<file path="config.mk">
export PLATFORM = sky130hd
export DESIGN_NAME = updown_round_ctrl
export DESIGN_NICKNAME = d
export VERILOG_FILES = /design/src/rtl/updown_round_ctrl.sv
export SDC_FILE = /design/constraint.sdc
export NUM_CORES = 1
export LEC_CHECK = 0
export CAP_MARGIN = 10
export CORE_MARGIN = 1
export CORE_UTILIZATION = 45
export DETAILED_ROUTE_END_ITERATION = 10
export DONT_BUFFER_PORTS = 1
export PLACE_DENSITY = 0.6
export SYNTH_ARGS = -nofsm -noshare
export SYNTH_HDL_FRONTEND = slang
export SYNTH_SLANG_ARGS = --single-unit
</file>
<file path="constraint.sdc">
create_clock -name clk -period 2 [get_ports clk]
set_input_delay 0.2 -clock clk [delete_from_list [all_inputs] [get_ports clk]]
set_output_delay 0.2 -clock clk [all_outputs]
set_load 0.005 [all_outputs]
</file>
<file path="src/rtl/updown_round_ctrl.sv">
// -----------------------------------------------------------------------------
// updown_round_ctrl
//
// Round controller for the up/down number-guessing game. It draws a secret
// number (1..99) from a free-running 7-bit LFSR when a round starts, and feeds
// it to the guess/compare/display stage. It then consumes that stage's 2-bit
// comparison result, counts attempts, and moves each round through
// IDLE, PLAY, WIN and LOSE.
//
// Parameters
//   MAX_TRIES       attempts allowed per round (1..15)
//   LFSR_SEED       nonzero LFSR reset value
//   TIMEOUT_CYCLES  inactivity limit in PLAY (only with ROUND_TIMEOUT_EN)
//
// Ports
//   clk                in   single clock, rising edge
//   reset              in   asynchronous active-low reset
//   start              in   single-cycle start/restart pulse
//   guess_trigger      in   single-cycle pulse, shared with the guess stage
//   comparison_result  in   2'b00 equal, 2'b01 low, 2'b10 high, 2'b11 reserved
//   actual_number      out  secret number, stable for the whole round
//   tries_used         out  attempts evaluated this round
//   round_state        out  2'b00 IDLE, 2'b01 PLAY, 2'b10 WIN, 2'b11 LOSE
//   guess_enable       out  high only in PLAY
//   win                out  high in WIN
//   lose               out  high in LOSE
//
// Build option
//   ROUND_TIMEOUT_EN   when defined, a PLAY round with no evaluated guess for
//                      TIMEOUT_CYCLES cycles ends in LOSE. When undefined, no
//                      counter is built and PLAY waits indefinitely.
// -----------------------------------------------------------------------------
module updown_round_ctrl #(
  parameter int unsigned MAX_TRIES      = 7,
  parameter logic [6:0]  LFSR_SEED      = 7'h5A,
  parameter logic [31:0] TIMEOUT_CYCLES = 32'd500_000_000
) (
  input  logic       clk,
  input  logic       reset,
  input  logic       start,
  input  logic       guess_trigger,
  input  logic [1:0] comparison_result,
  output logic [6:0] actual_number,
  output logic [3:0] tries_used,
  output logic [1:0] round_state,
  output logic       guess_enable,
  output logic       win,
  output logic       lose
);

  localparam logic [1:0] ST_IDLE = 2'b00;
  localparam logic [1:0] ST_PLAY = 2'b01;
  localparam logic [1:0] ST_WIN  = 2'b10;
  localparam logic [1:0] ST_LOSE = 2'b11;

  localparam logic [1:0] RES_EQ   = 2'b00;
  localparam logic [1:0] RES_RSVD = 2'b11;

  localparam logic [3:0] TRY_LIMIT = 4'(MAX_TRIES);

  // Parameter sanity checks at elaboration time.
  if (MAX_TRIES < 1 || MAX_TRIES > 15) begin : g_bad_max_tries
    $error("updown_round_ctrl: MAX_TRIES must be in 1..15");
  end
  if (LFSR_SEED == 7'd0) begin : g_bad_seed
    $error("updown_round_ctrl: LFSR_SEED must be nonzero");
  end
  if (TIMEOUT_CYCLES == 32'd0) begin : g_bad_timeout
    $error("updown_round_ctrl: TIMEOUT_CYCLES must be nonzero");
  end

  logic [1:0] state;
  logic [1:0] state_nxt;
  logic [6:0] lfsr;
  logic [6:0] secret_nxt;
  logic [3:0] tries_nxt;
  logic [3:0] tries_inc;
  logic       eval;
  logic       eval_ok;
  logic       timeout_hit;

  // Values 100..127 fold down by 64 into 36..63; 0 never occurs in the LFSR,
  // so the result is always 1..99.
  function automatic logic [6:0] fold_secret(input logic [6:0] v);
    if (v > 7'd99) begin
      return v - 7'd64;
    end
    return v;
  endfunction

  function automatic logic [3:0] sat_inc(input logic [3:0] v);
    if (v >= TRY_LIMIT) begin
      return TRY_LIMIT;
    end
    return v + 4'd1;
  endfunction

  // x^7 + x^6 + 1 Fibonacci LFSR, free-running in every state.
  always_ff @(posedge clk or negedge reset) begin
    if (!reset) begin
      lfsr <= LFSR_SEED;
    end else begin
      lfsr <= {lfsr[5:0], lfsr[6] ^ lfsr[5]};
    end
  end

  // The guess stage registers the number on guess_trigger, so its
  // comparison_result is valid one cycle later: align with that.
  always_ff @(posedge clk or negedge reset) begin
    if (!reset) begin
      eval <= 1'b0;
    end else begin
      eval <= guess_trigger;
    end
  end

  // An eval only counts while still in PLAY; one arriving after the round has
  // ended is dropped, as is the reserved result code.
  assign eval_ok = eval && (state == ST_PLAY) && (comparison_result != RES_RSVD);

`ifdef ROUND_TIMEOUT_EN
  localparam logic [31:0] TIMEOUT_LAST = TIMEOUT_CYCLES - 32'd1;

  logic [31:0] idle_cnt;

  // Counts cycles spent in PLAY since entry or since the last evaluated guess.
  always_ff @(posedge clk or negedge reset) begin
    if (!reset) begin
      idle_cnt <= 32'd0;
    end else if (start || (state != ST_PLAY) || eval_ok) begin
      idle_cnt <= 32'd0;
    end else if (idle_cnt != TIMEOUT_LAST) begin
      idle_cnt <= idle_cnt + 32'd1;
    end
  end

  assign timeout_hit = (state == ST_PLAY) && (idle_cnt == TIMEOUT_LAST);
`else
  assign timeout_hit = 1'b0;
`endif

  // Next-state logic. start overrides everything, including an eval or a
  // timeout landing in the same cycle.
  always_comb begin
    state_nxt  = state;
    tries_nxt  = tries_used;
    secret_nxt = actual_number;
    tries_inc  = sat_inc(tries_used);
    if (start) begin
      state_nxt  = ST_PLAY;
      tries_nxt  = 4'd0;
      secret_nxt = fold_secret(lfsr);
    end else if (state == ST_PLAY) begin
      if (eval_ok) begin
        tries_nxt = tries_inc;
        if (comparison_result == RES_EQ) begin
          state_nxt = ST_WIN;
        end else if (tries_inc == TRY_LIMIT) begin
          state_nxt = ST_LOSE;
        end
      end else if (timeout_hit) begin
        state_nxt = ST_LOSE;
      end
    end
  end

  always_ff @(posedge clk or negedge reset) begin
    if (!reset) begin
      state         <= ST_IDLE;
      tries_used    <= 4'd0;
      actual_number <= 7'd0;
    end else begin
      state         <= state_nxt;
      tries_used    <= tries_nxt;
      actual_number <= secret_nxt;
    end
  end

  // Outputs decode straight from the state register.
  assign round_state  = state;
  assign guess_enable = (state == ST_PLAY);
  assign win          = (state == ST_WIN);
  assign lose         = (state == ST_LOSE);

endmodule

</file>
==> results_dict.tcl <==
set metrics [dict create \
    outcome "finished clean" \
    initial_core_util_pct 49.01 \
    io_buffers 0 \
    crit_type "reg2reg" \
    synthesis.nets 76 \
    tns_ns 0 \
    slowest_stage "dfrtp_1" \
    min_period_ns 1.598 \
    cts_setup_buffers 0 \
    hold_class "in2reg" \
    slowest_delay_ns 0.47 \
    hold_ws_ns 0.03662 \
    worstSetupStartpointType "flip-flop" \
    seq_area_frac_synth_pct 61.36 \
    hpwl_um 941.5 \
    numCtsBuffers 3 \
    place.gp.congestion 0.7082 \
    arrival_ns 1.78 \
    cts_max_level 1 \
    detail_route.first_pass.iterations 3 \
    syn_area_um2 864.6 \
    grt_pass1_vias 501 \
    ir_worst_vdd_uv 524.8 \
    multi_input_area_um2 306.5 \
    cap_violations 0 \
    fill_cells 175 \
    hold_buffers 3 \
    stdcell_count 98 \
    synth_area_per_cell_um2 12.71 \
    cts_sinks 21 \
    die_x_um 45.83 \
    tritoncts "done" \
    slew_headroom_pct 39.17 \
    finalHoldViolCount 0 \
    grt_max_degree 22 \
    io_pins 22 \
    wl_per_cell_um 13.98 \
    worstPathRequired_ns 2.19 \
    mostFrequentLayoutCell "dfrtp_1" \
    yosysTopAreaCell "dfrtp_1" \
    layout.nets 82 \
    drt-total-wl_um 1370 \
    drc 0 \
    die_area_um2 2100 \
    max_freq_ghz 0.6258 \
    pre_cts_ws_ns 0.4123 \
    synth-xor-area-share_pct 0 \
    drt-vias-per-instance 5.469 \
    crit_family "adder cells" \
    via_count 536 \
    yosys-top-cells-area "dfrtp_1 49%, dfstp_2 12%, mux2_2 5.2%" \
    slew_viol_final 0 \
    diodes 0 \
    dp.cells 91 \
    finalClockSkew_ns 0.0005529 \
    ant_nets 0 \
    p_leak_nw 0.4306 \
    fin_ws_ns 0.4020 \
    grt_pass1_wl_um 2097 \
    ys_types 29 \
    worst_pin_slew_ns 0.9094 \
    synth_seq_cells 21 \
    clkTransAtPathRegs_ns 0.11 \
    final_cell_mix "17 x dfrtp_1, 5 x nand2_1, 4 x nor2_1, 4 x mux2_2, 4 x dfstp_2" \
    cts_root_buf "clkbuf_4" \
    synth.area.mux_share_pct 8.973 \
    cts.repair.resized 0 \
    fp.dieH_um 45.83 \
    drtIter0Drc 4 \
    cts_buffer_depth 2 \
    num_rows 15 \
    area_growth_pct 8.394 \
    cp_max_fo 6 \
    worstSetupEndpointType "flip-flop" \
    synthCells 68 \
    yosys_warnings 0 \
    path_cells "ha_1 > nor2b_1 > maj3_2 > nor4_1 > nor3_1" \
    track_usage_pct 14.73 \
    cp.buffers_inverters 0 \
    rsz0062_at_grt "no" \
    core_um2 1764 \
    overflow 0 \
    setup_viol 0 \
    synth_compound_area_share_pct 7.091 \
    post-route-period-util_pct 79.90 \
    yosys.area_share.simple_pct 15.20 \
    synthAdderAreaFrac_pct 4.197 \
    synth_top_area_share_pct 49.20 \
    utilization_pct 53.12 \
    drive_gt1_share_pct 24.66 \
    clk_latency_ns 0.30 \
    register_area_um2 530.5 \
    power_density_nw_per_um2 735.1 \
    antenna_found_initial 0 \
    synth_top_family_by_area "simple AND/OR/NAND/NOR gates" \
]
==> cells in the mapped netlist (all sizes together) <==
cell     n
dfrtp   17
mux2     6
nand2    5
dfstp    4
nor2     4
a21oi    3
inv      3
nor3     3
and2b    2
buf      2
ha       2
nor2b    2
nor4     2
o21ai    2
a21o     1
a311oi   1
a31oi    1
and2     1
and3     1
and4b    1
maj3     1
mux2i    1
nand4    1
o211ai   1
o22ai    1
==> power by group <==
part / switching (W) / internal, W
Sequential: 0.00000980 / 0.000432
Combinational: 0.0000260 / 0.0000219
Clock: 0.000125 / 0.0000745
==> state kept, by name, summed over array words and instances (netlist names) <==
register and flops:
actual_number 7, lfsr 7, tries_used 4, round_state 2, eval 1
==> layout make-up <==
type                       count  share of cell area, %
inverter                       3                  1.202
clock buffer                   3                  2.403
clock inverter                 1                 0.5340
multi-input combinational     42                  32.71
tap                           25                  3.338
sequential                    21                  56.61
timing repair buffer           3                  3.204
==> final timing paths <==
kind	from	to	slack [ns]	depth (start not counted)
max in group asynchronous	reset	round_state[1]$_DFFE_PN0P_	0.98	1
min in group asynchronous	reset	actual_number[3]$_DFFE_PN0P_	0.47	1
worst max register to register	tries_used[0]$_DFFE_PN0P_	round_state[1]$_DFFE_PN0P_	0.40	5
worst min-delay path	start	actual_number[5]$_DFFE_PN0P_	0.04	1
worst min register to register	lfsr[3]$_DFF_PN1_	lfsr[4]$_DFF_PN1_	0.39	0
worst max-delay path	tries_used[0]$_DFFE_PN0P_	round_state[1]$_DFFE_PN0P_	0.40	5
==> metal layers <==
metal	wire length (um)	up-vias	GRT usage, %
li1	-	248	-
met1	605	273	15.46
met2	688	13	25.71
met3	64	2	6.746
met4	12	0	5.294
met5	0	-	0
==> kinds of logic after synthesis <==
logic type / after synthesis
compound gates: 10
fa+ha+maj: 3
buf+inv: 5
flops: 21
mux: 7
simple gates: 22
==> stage by stage <==
step	instance area [um^2]	total power, W
final	937.1	0.0006889
after global routing	937.1	0.0007302
after CTS	937.1	0.0007031
after detailed placement	879.6	0.0004839
after global placement	879.6	0.0004817
after floorplan	864.6	0.0004837
Note: power is estimated with default switching activity, not from simulation.
==> edit: new RTL, same settings <==
Register the outputs `guess_enable`, `win` and `lose`, cleared by the reset; this adds one clock of latency there. The other outputs are not delayed to match.
--- a/src/rtl/updown_round_ctrl.sv
+++ b/src/rtl/updown_round_ctrl.sv
@@ -178,9 +178,17 @@
 
   // Outputs decode straight from the state register.
   assign round_state  = state;
-  assign guess_enable = (state == ST_PLAY);
-  assign win          = (state == ST_WIN);
-  assign lose         = (state == ST_LOSE);
+  always_ff @(posedge clk or negedge reset) begin
+    if (!reset) begin
+      guess_enable <= '0;
+      win          <= '0;
+      lose         <= '0;
+    end else begin
+      guess_enable <= (state == ST_PLAY);
+      win          <= (state == ST_WIN);
+      lose         <= (state == ST_LOSE);
+    end
+  end
 
 endmodule
 
Check against the original RTL: not equivalent (a bounded check fails within 4 cycles, from zero or initial values and one cycle with reset low).
==> edit against the unedited design <==
  * Worst setup slack better by 0.046 ns
  * Routed wire length increased by 22%
  * Power up 33%
  * Sequential cell count up 3
  * Area after synthesis grew 11%
  * Non-clock buffer count increased by 1
  * Cell area is 16% higher
  * Largest cell class unchanged
  * Highest routed layer unchanged
==> edit: results (changes against the unedited design) <==
[grt]
grt_max_degree=25  ; +14%
grtUsageMet1_pct=18.8  ; +3.3 points
grt_pass1_vias=570  ; +14%
use_met3_pct=3.33  ; -3.4 points
met2_usage_pct=27.0  ; +1.3 points
grt_pass1_wl_um=2440  ; +16%
grt_usage_pct=16.1  ; +1.4 points

[synth]
synth_compound_area_share_pct=12.0  ; +5.0 points
synth_xor_area_share_pct=0  ; unchanged
synth_fp_nets=79  ; +3.9%
synth_area_leaders=dfrtp_1 52%, dfstp_2 11%, mux2_2 7.1%
syn_inst=71  ; +4.4%
synthTopCellsByCount=20 x dfrtp_1, 7 x a21oi_1, 6 x mux2_2
synth.distinct_cells=26  ; -10%
yosysSeqAreaShare_pct=63.4  ; +2.0 points
muxShareOfSynthArea_pct=7.07  ; -1.9 points
synthAdderAreaFrac_pct=2.62  ; -1.6 points

[detailed_routing]
wl_met1_um=718  ; +19%
dr.first_iter.drc_count=10  ; +6
vias=594  ; +11%
wl_met3_um=61  ; -4.7%
firstDrtPassIters=4  ; +1
routed_wl_um=1670  ; +22%
wl_met2_um=877  ; +27%

[final_layout]
top_regs=actual_number: 7 flops, lfsr: 7 flops, tries_used: 4 flops
drive_above_1_share_pct=21.8  ; -2.9 points
insertedDiodeCount=0  ; unchanged
fin_nets=87  ; +6.1%
final_cells=105  ; +7.1%

[timing]
min_period_ns=1.55  ; -0.0459 ns
hold_slack_ns=0.0303  ; -0.00636 ns
finClkSkew_ns=0.00842  ; +0.00787 ns
relSlewSlack_pct=67.6  ; +28 points

[place]
io_buffer_count=0  ; unchanged
postPlaceCellArea_um2=986  ; +12%
dp_slack_ns=0.468  ; +0.0557 ns
place_inst=97  ; +6.6%
gp_routability_congestion=0.686  ; -3.2%
hpwl_um=1150  ; +22%

[critical_path]
ff2ff_setup_slack_ns=0.45  ; +0.05 ns
reg2regPathDepth=4  ; -1
cp_max_fo=5  ; -1
end_kind=flop

[hold_path]
worstHoldEndpoint=actual_number[2]

[run_status]
outcome=finished, final reports clean

[power_and_ir_drop]
p_leak_nw=0.493  ; +15%
ir_drop_v=0.000459  ; -13%

[clock_tree]
clk_pin_slew_ns=0.13  ; +0.02 ns

## edit: changes by cell type in the layout (fill, tap and decap cells not counted), moves of 2 or more
cell	delta
nand2_1	-2
mux2_1	-2
a211oi_1	+3
a21oi_1	+4
and2_1	+3
dfrtp_1	+3
and2b_2	-2
mux2_2	+2
or4_1	+2
nor4_1	-2
nor2_1	-2
## edit: final cells by class
type                            instances  area (µm²)
Tap cell                               27        33.8
Clock buffer                            3        22.5
Fill cell                             170         898
Sequential cell                        24         606
Multi-Input combinational cell         44         339
Inverter                                2        7.51
Clock inverter                          1        30.0
Timing Repair Buffer                    4        45.0
## edit: critical path: stages (launching register included)
cell	delay, ns
dfrtp_1	0.46
ha_1	0.27
a211oi_1	0.12
or4_1	0.42
o32ai_2	0.20
## edit: report_power, final
group / internal (mW) / leakage [nW] / total (mW) / switching, mW
registers: 0.497 / 0.307 / 0.511 / 0.0145
logic: 0.0275 / 0.158 / 0.0591 / 0.0316
clock network: 0.203 / 0.0279 / 0.347 / 0.145
